==> config.mk <==
export PLATFORM = sky130hd
export DESIGN_NAME = cpu_run_monitor
export DESIGN_NICKNAME = d
export VERILOG_FILES = /design/src/rtl/cpu_run_monitor.sv
export SDC_FILE = /design/constraint.sdc
export NUM_CORES = 1
export LEC_CHECK = 0
export BUFFER_PORTS_ARGS = -buffer_cell sky130_fd_sc_hd__buf_2
export CORE_AREA = 8 8 412 414
export CTS_CLUSTER_SIZE = 20
export DETAILED_ROUTE_END_ITERATION = 10
export DIE_AREA = 0 0 420 422
export GPL_ROUTABILITY_DRIVEN = 0
export GPL_TIMING_DRIVEN = 0
export PLACE_DENSITY = 0.51
export SYNTH_ARGS = -nofsm -noshare
export SYNTH_HDL_FRONTEND = slang
export SYNTH_SLANG_ARGS = --single-unit
==> constraint.sdc <==
create_clock -name clk -period 88.7 [get_ports clk]
set_input_delay 8.87 -clock clk [delete_from_list [all_inputs] [get_ports clk]]
set_output_delay 8.87 -clock clk [all_outputs]
set_load 0.03 [all_outputs]
==> src/rtl/cpu_run_monitor.sv <==
// cpu_run_monitor: counts core run cycles, enforces a cycle budget,
// snapshots the register file at end of run and streams a
// NREG+2 word result record over valid/ready.
//
// Ports:
//   clk, rst       - clock, async active-high reset
//   completed      - core end-of-program level
//   registers      - flattened register file, r[i] at [32i+31:32i]
//   out_valid/out_ready/out_data/out_last - record stream
//   busy           - high while running or streaming
//   done           - record fully transferred (sticky)
//   timeout        - run ended by budget (sticky)
module cpu_run_monitor #(
    parameter int MAX_CLOCKS = 100000,
    parameter int CNT_W      = 32,
    parameter int NREG       = 32
) (
    input  logic              clk,
    input  logic              rst,
    input  logic              completed,
    input  logic [32*NREG-1:0] registers,
    output logic              out_valid,
    input  logic              out_ready,
    output logic [31:0]       out_data,
    output logic              out_last,
    output logic              busy,
    output logic              done,
    output logic              timeout
);

    localparam int IDX_W = $clog2(NREG + 2);

    localparam logic [1:0] S_RUN    = 2'd0;
    localparam logic [1:0] S_STREAM = 2'd1;
    localparam logic [1:0] S_DONE   = 2'd2;

    localparam logic [IDX_W-1:0] LAST_IDX = IDX_W'(NREG + 1);
    localparam logic [CNT_W-1:0] BUDGET_LAST = CNT_W'(MAX_CLOCKS - 1);
    localparam logic [CNT_W-1:0] BUDGET_CNT  = CNT_W'(MAX_CLOCKS);

    logic [1:0]       state_q, state_d;
    // cnt_q counts RUN cycles and then doubles as the captured count
    logic [CNT_W-1:0] cnt_q, cnt_d;
    logic [IDX_W-1:0] idx_q, idx_d;
    logic             timeout_q, timeout_d;
    logic             comp_q, comp_d;
    logic [31:0]      snap_q [NREG];
    logic [31:0]      snap_d [NREG];
    logic [31:0]      word;

    always_comb begin
        state_d   = state_q;
        cnt_d     = cnt_q;
        idx_d     = idx_q;
        timeout_d = timeout_q;
        comp_d    = comp_q;
        snap_d    = snap_q;
        unique case (state_q)
            S_RUN: begin
                if (completed || cnt_q == BUDGET_LAST) begin
                    for (int i = 0; i < NREG; i++) begin
                        snap_d[i] = registers[32*i +: 32];
                    end
                    state_d = S_STREAM;
                    // completion wins over a simultaneous budget hit
                    comp_d    = completed;
                    timeout_d = !completed;
                    if (!completed) begin
                        cnt_d = BUDGET_CNT;
                    end
                end else begin
                    cnt_d = cnt_q + CNT_W'(1);
                end
            end
            S_STREAM: begin
                if (out_ready) begin
                    if (idx_q == LAST_IDX) begin
                        state_d = S_DONE;
                    end else begin
                        idx_d = idx_q + IDX_W'(1);
                    end
                end
            end
            S_DONE: begin
            end
            default: begin
                state_d = S_RUN;
            end
        endcase
    end

    always_ff @(posedge clk or posedge rst) begin
        if (rst) begin
            state_q   <= S_RUN;
            cnt_q     <= '0;
            idx_q     <= '0;
            timeout_q <= 1'b0;
            comp_q    <= 1'b0;
        end else begin
            state_q   <= state_d;
            cnt_q     <= cnt_d;
            idx_q     <= idx_d;
            timeout_q <= timeout_d;
            comp_q    <= comp_d;
        end
    end

    // Snapshot contents are meaningless until captured, so no reset
    always_ff @(posedge clk) begin
        snap_q <= snap_d;
    end

    always_comb begin
        word = '0;
        if (idx_q == '0) begin
            word = 32'(cnt_q);
        end else if (idx_q == IDX_W'(1)) begin
            word = {30'd0, comp_q, timeout_q};
        end else begin
            for (int i = 0; i < NREG; i++) begin
                if (idx_q == IDX_W'(i + 2)) begin
                    word = snap_q[i];
                end
            end
        end
    end

    assign out_valid = (state_q == S_STREAM);
    assign out_data  = out_valid ? word : 32'd0;
    assign out_last  = out_valid && (idx_q == LAST_IDX);
    assign busy      = (state_q != S_DONE);
    assign done      = (state_q == S_DONE);
    assign timeout   = timeout_q;

endmodule

## Word-level counts from Yosys, hierarchy flattened

Cells that the tools add are included.
Widths: inputs -> output; s select.

- Equality and inequality tests: 41
- Reductions and logical operators: 9
- Mux-type cells: 41
- $add $sub $neg: 2
- Bitwise logic cells: 2

Operators with widths:

| kind | count |
|---|---|
| $mux 32 | 37 |
| $eq 6x5->1 const B | 16 |
| $eq 6x4->1 const B | 8 |
| $add 32x1->32 const B | 1 |
| $eq 32x17->1 const B | 1 |
| $eq 6x3->1 const B | 4 |
| $eq 6x2->1 const B | 2 |
| $eq 6x6->1 const B | 2 |
| $add 6x1->6 const B | 1 |
| $eq 6x1->1 const B | 1 |
| $logic_not 6->1 | 1 |
| $mux 2 | 3 |
| $ne 2x2->1 const B | 3 |
| $pmux 2 s3 | 1 |
| $ne 2x1->1 const B | 2 |
| $reduce_and 2->1 | 2 |
| $reduce_and 4->1 | 1 |
| $reduce_and 3->1 | 1 |
| $eq 2x1->1 const B | 1 |
| $eq 2x2->1 const B | 1 |
| $logic_not 2->1 | 1 |
| $not 1->1 | 2 |
| $logic_and 1x1->1 | 1 |
| $logic_not 1->1 | 1 |
| $logic_or 1x1->1 | 1 |

- Logic and storage cells: 132
- Bits of input ports: 1,028
- Output and inout port bits: 37
- Flip-flop bits (word level): 1,066

## Depth between registers and ports, before layout

- Word-level depth: 36
- Depth in mapped cells: 13
- Depth with buffers taken out: 9

## Worst setup path after synthesis

Ideal clock, no wire load.

- Path type: input port to flip-flop
- Start: input port completed
- End: register snap_q[0] (netlist name), enable pin
- Path slack: 2,424 ps
- Arrival: 82,287 ps
- Stages: 2
- Setup time: 3,989 ps
- Data required time: 84,711 ps
- Buffers on the path: 0
- Path through: inv_1 > a21boi_0

- Longest elaborated chain between the ends: 2

Ends and longest elaborated chain:

| item | line | source |
|---|---|---|
| start: declaration | 20 | `input logic completed,` |
| $logic_or 1x1->1 | 60 | `if (completed \|\| cnt_q == BUDGET_LAST) begin` |
| $reduce_and 2->1 (no line) | n/a |  |
| end signal: assignment | 110 | `snap_q <= snap_d;` |
| end: declaration | 47 | `logic [31:0] snap_q [NREG];` |

Every way passes these cells.
A chain may end at the register's enable or synchronous reset.

## Worst setup path after layout

- Start: register idx_q[1]
- End: output port out_data[12]

- Longest elaborated chain between the ends: 36

Ends and longest elaborated chain:

| item | line | source |
|---|---|---|
| start: declaration | 44 | `logic [IDX_W-1:0] idx_q, idx_d;` |
| start signal: assignment | 102 | `idx_q <= idx_d;` |
| $eq 6x2->1 | 121 | `if (idx_q == IDX_W'(i + 2)) begin` |
| $mux 32 (32 in a row) | 121 |  |
| $mux 32 | 117 | `end else if (idx_q == IDX_W'(1)) begin` |
| $mux 32 * | 115 | `if (idx_q == '0) begin` |
| $mux 32 * | 129 | `assign out_data = out_valid ? word : 32'd0;` |
| end: declaration | 24 | `output logic [31:0] out_data,` |

Every way passes the cells marked *; elsewhere a longest branch is shown, timed or not.

==> summary.txt <==
Outcome
  • Outcome: finished, violations left
  • Violated checks: capacitance limit, slew limit

Synth
  • EDFF count, synth: 1024
  • Primary FF master, synth: edfxtp_1
  • Synth unique cells: 93
  • Synthesized Nets: ~3.8k
  • Mapped cell area: 0.0422 mm^2
  • YS warnings: 0
  • Async SR Flop Fraction: 3.94%
  • Synth Register Bits: ~1.1k
  • Avg Cell Area, Syn: 15.3 um^2
  • Seq/Total Area, Yosys: approximately three quarters
  • Post-Syn Instances: 2751

Cells and area
  • Share of cells above drive strength 1: a little over a third
  • Most common cell after layout, fill and taps aside: buf_2
  • # nets final: 5029
  • Highest-count cells in the layout ignoring fill and taps: buf_2, edfxtp_1, nand2_1
  • Area Growth Syn to Fin: 31.9%
  • Post-layout util: about a third

CTS
  • TritonCTS clock tree: done
  • Clock Path Buffers: 3
  • Root Buffer Master: clkbuf_16
  • CTS hold repair buffers: 0
  • Clock Latency Late Sink: 0.80 ns
  • Clock sink count: 1066
  • Post-CTS Setup Repair Bufs: 0
  • CTS H-tree depth: 3
  • TritonCTS buffer count: 121
  • Worst-path clk slew: about 0.070 ns
  • PostCTS Resize Cnt: 0

Power
  • Net Sw Frac: 21.2%
  • PD cells: 19.5 mW/mm^2
  • P_sw: ~0.00023 W
  • Flop pwr share: 50.7%
  • Clk network pwr share: between 40% and 50%
  • Power Total: between 0.001 and 0.0015 W
  • Internal: 0.000856 W
  • Worst VDD drop: 0.0159 mV
  • Comb power frac: 2.3%
  • Leakage Power: 20.0 nW

Die
  • Initial Util: 25.8%
  • Row cnt: 149
  • Die width: 420 um
  • Die Y-Extent: about 420 um
  • CORE AREA: 0.163 mm^2
  • Die ar.: between 0.15 and 0.2 mm^2
  • Ports: between 1k and 1.5k

Global routing
  • First-pass GRT wire length: approximately 320000 um
  • Via count of the first global-routing pass: between 30k and 40k
  • Initial antenna violation count: 169
  • Pin count of the biggest net entering global routing: 37
  • GRT Overall Usage: 27.6%
  • Global route overflow: 0

Detailed routing
  • Drt wl/cell: 40.1 um
  • Iteration-0 DRC count of the detailed router: 5062
  • Post-Route WL: ~260000 um
  • Vias: around 34k
  • DRT Pass-1 Iters: 8
  • Vias/cell: 5.37
  • DRC: 0
  • ANT nets after route: 0

Setup path
  • Worst setup startpoint: idx_q[1]
  • CP max stage cell: a221oi_1
  • CP cell instances: inv_1, ha_1, clkbuf_1, clkbuf_1, nand2_1, clkbuf_1, clkbuf_1, nand3_1, nand3_1, a221oi_1, o211ai_1, buf_2
  • Reg2reg end: snap_q[481]
  • Worst reg-to-reg path cell count: 12
  • Crit path launch type: flop
  • Required time worst endpoint: 79.83 ns
  • Flop2flop setup slack: 84.13 ns
  • CP Capture Type: primary output
  • CP max stage delay: 1.28 ns
  • Crit Path Category: flop to primary output
  • Most Frequent Cell on Critical Path: clkbuf_1
  • RR Startpoint: cnt_q[19]
  • CP max FO: 10
  • Worst path arrival time: 6.70 ns

Timing
  • Fin. Hold Viols: 0
  • Worst slew margin: -15.4%
  • Setup-failing EPs final: 0
  • Least-Margin Pin Slew: between 1.5 and 2 ns
  • RSZ-0062 raised after global routing: no
  • Worst-case clock skew: 0.0495 ns
  • Final Slew Violations: 5
  • Max Clk Rate: 64.2 MHz
  • Min Tclk post-route: 15.57 ns
  • Tcrit/Tclk final: 17.6%
  • Setup_tns: 0 ns

Worst hold path
  • Worst Hold Depth: 1
  • Hold path start: cnt_q[22]
  • Hold Path Sink: cnt_q[22]
  • Hold Path Class: flop to flop

Place
  • Final HPWL DP: 208000 um
  • Buffers on Ports: 1064

Job
  • Max cap viols: 1
==> state kept, by name, summed over array words and instances, names as in the netlist <==
signal   flops
timeout      1
state_q      2
cnt_q       32
snap_q    1024
idx_q        6
comp_q       1
==> layout make-up <==
class / instances / area [um^2]
clock buffers: 154 / 3220
clock inverters: 71 / 736
well taps: 2189 / 2740
flip-flops and latches: 1066 / 31800
fillers: 16300 / 108000
inverters: 16 / 60.1
repair buffers: 1122 / 6430
plain buffers: 156 / 724
multi-input cells: 1513 / 9650
diodes: 103 / 258
==> critical path, delay by kind of cell, from the launching register on <==
kind	cells	cell delay, ns
buffers and inverters	6	2.72
AO/OA/AOI/OAI	2	1.54
AND/OR/NAND/NOR	3	1.02
flip-flops	1	0.43
adder cells (fa/ha/maj)	1	0.18
==> cell families after synthesis <==
kind of cell               count (synthesis)  synth area share [%]
and+or+nand+nor                          690                  8.33
buffers and inverters                    172                  1.85
xor gates and xnor gates                  32                 0.665
DFF                                     1066                  75.4
adders and majority gates                  5                 0.148
AOI/OAI and AO/OA                        786                  13.6
==> how the worst max path moves through the flow <==
stage	cells after the start	to	slack [ns]
2_1_floorplan	2	snap_q[0]	2.42
3_3_place_gp	3	snap_q[908]	-31.68
3_5_place_dp	11	out_data[2]	73.93
4_1_cts	11	out_data[2]	73.02
5_1_grt	12	out_data[12]	72.98
6_report	12	out_data[12]	73.13
==> power by group through the flow <==
stage	clock network, W	logic [W]	registers, W
after floorplan	0	0.000000299	0.000562
after global placement	0	0.0000241	0.000562
after detailed placement	0	0.0000249	0.000562
after CTS	0.000519	0.0000250	0.000551
after global routing	0.000534	0.0000268	0.000551
final	0.000511	0.0000250	0.000551
==> cells in the mapped netlist (all sizes together), types with 6 or more instances <==
master,instances,area share (%)
edfxtp,1024,73
nand2,195,1.7
nor2,160,1.6
nand3,111,1.3
a21oi,109,1.3
o21ai,108,1.3
a221oi,92,1.9
buf,82,1.1
o22ai,81,1.2
clkbuf,74,0.66
a22oi,58,1.0
o221ai,57,1.2
nor3,52,0.66
dfrtp,42,2.5
and3,36,0.53
a221o,31,0.74
a211oi,26,0.47
a31oi,25,0.39
xnor2,25,0.52
o211ai,23,0.41
nand4,21,0.31
a21o,19,0.34
a222oi,18,0.43
a22o,18,0.37
a2111oi,17,0.37
a211o,16,0.33
inv,16,0.14
or3,15,0.22
nand2b,11,0.16
a21boi,10,0.18
nor4,10,0.15
o21a,10,0.18
and4,9,0.19
nand3b,9,0.20
nor3b,9,0.17
or4,9,0.16
o2111ai,8,0.17
nor4b,7,0.21
o32ai,7,0.15
xor2,7,0.15
o311ai,6,0.12
or2,6,0.089
or3b,6,0.12
==> metal layers <==
layer | global-route usage, % | routed length [um]
met1 | 33.4 | 93800
met2 | 45.7 | 124000
met3 | 6.28 | 23000
met4 | 14.9 | 15800
met5 | 0 | 217
==> metrics by stage <==
| stage | std cells | worst slack (ns) | hold WS (ns) | instance area [um^2] |
|---|---|---|---|---|
| finish | 6390 | 73.13 | 0.525 | 55600 |
| global route | 6352 | 72.98 | 0.538 | 55500 |
| CTS | 6285 | 73.02 | 0.520 | 55300 |
| detailed placement | 6060 | 73.93 | 0.507 | 51400 |
| global placement | 6004 | -31.68 | 0.494 | 50200 |
| floorplan | 2751 | 2.42 | 0.462 | 42200 |
Note: power is estimated with default switching activity, not from simulation.
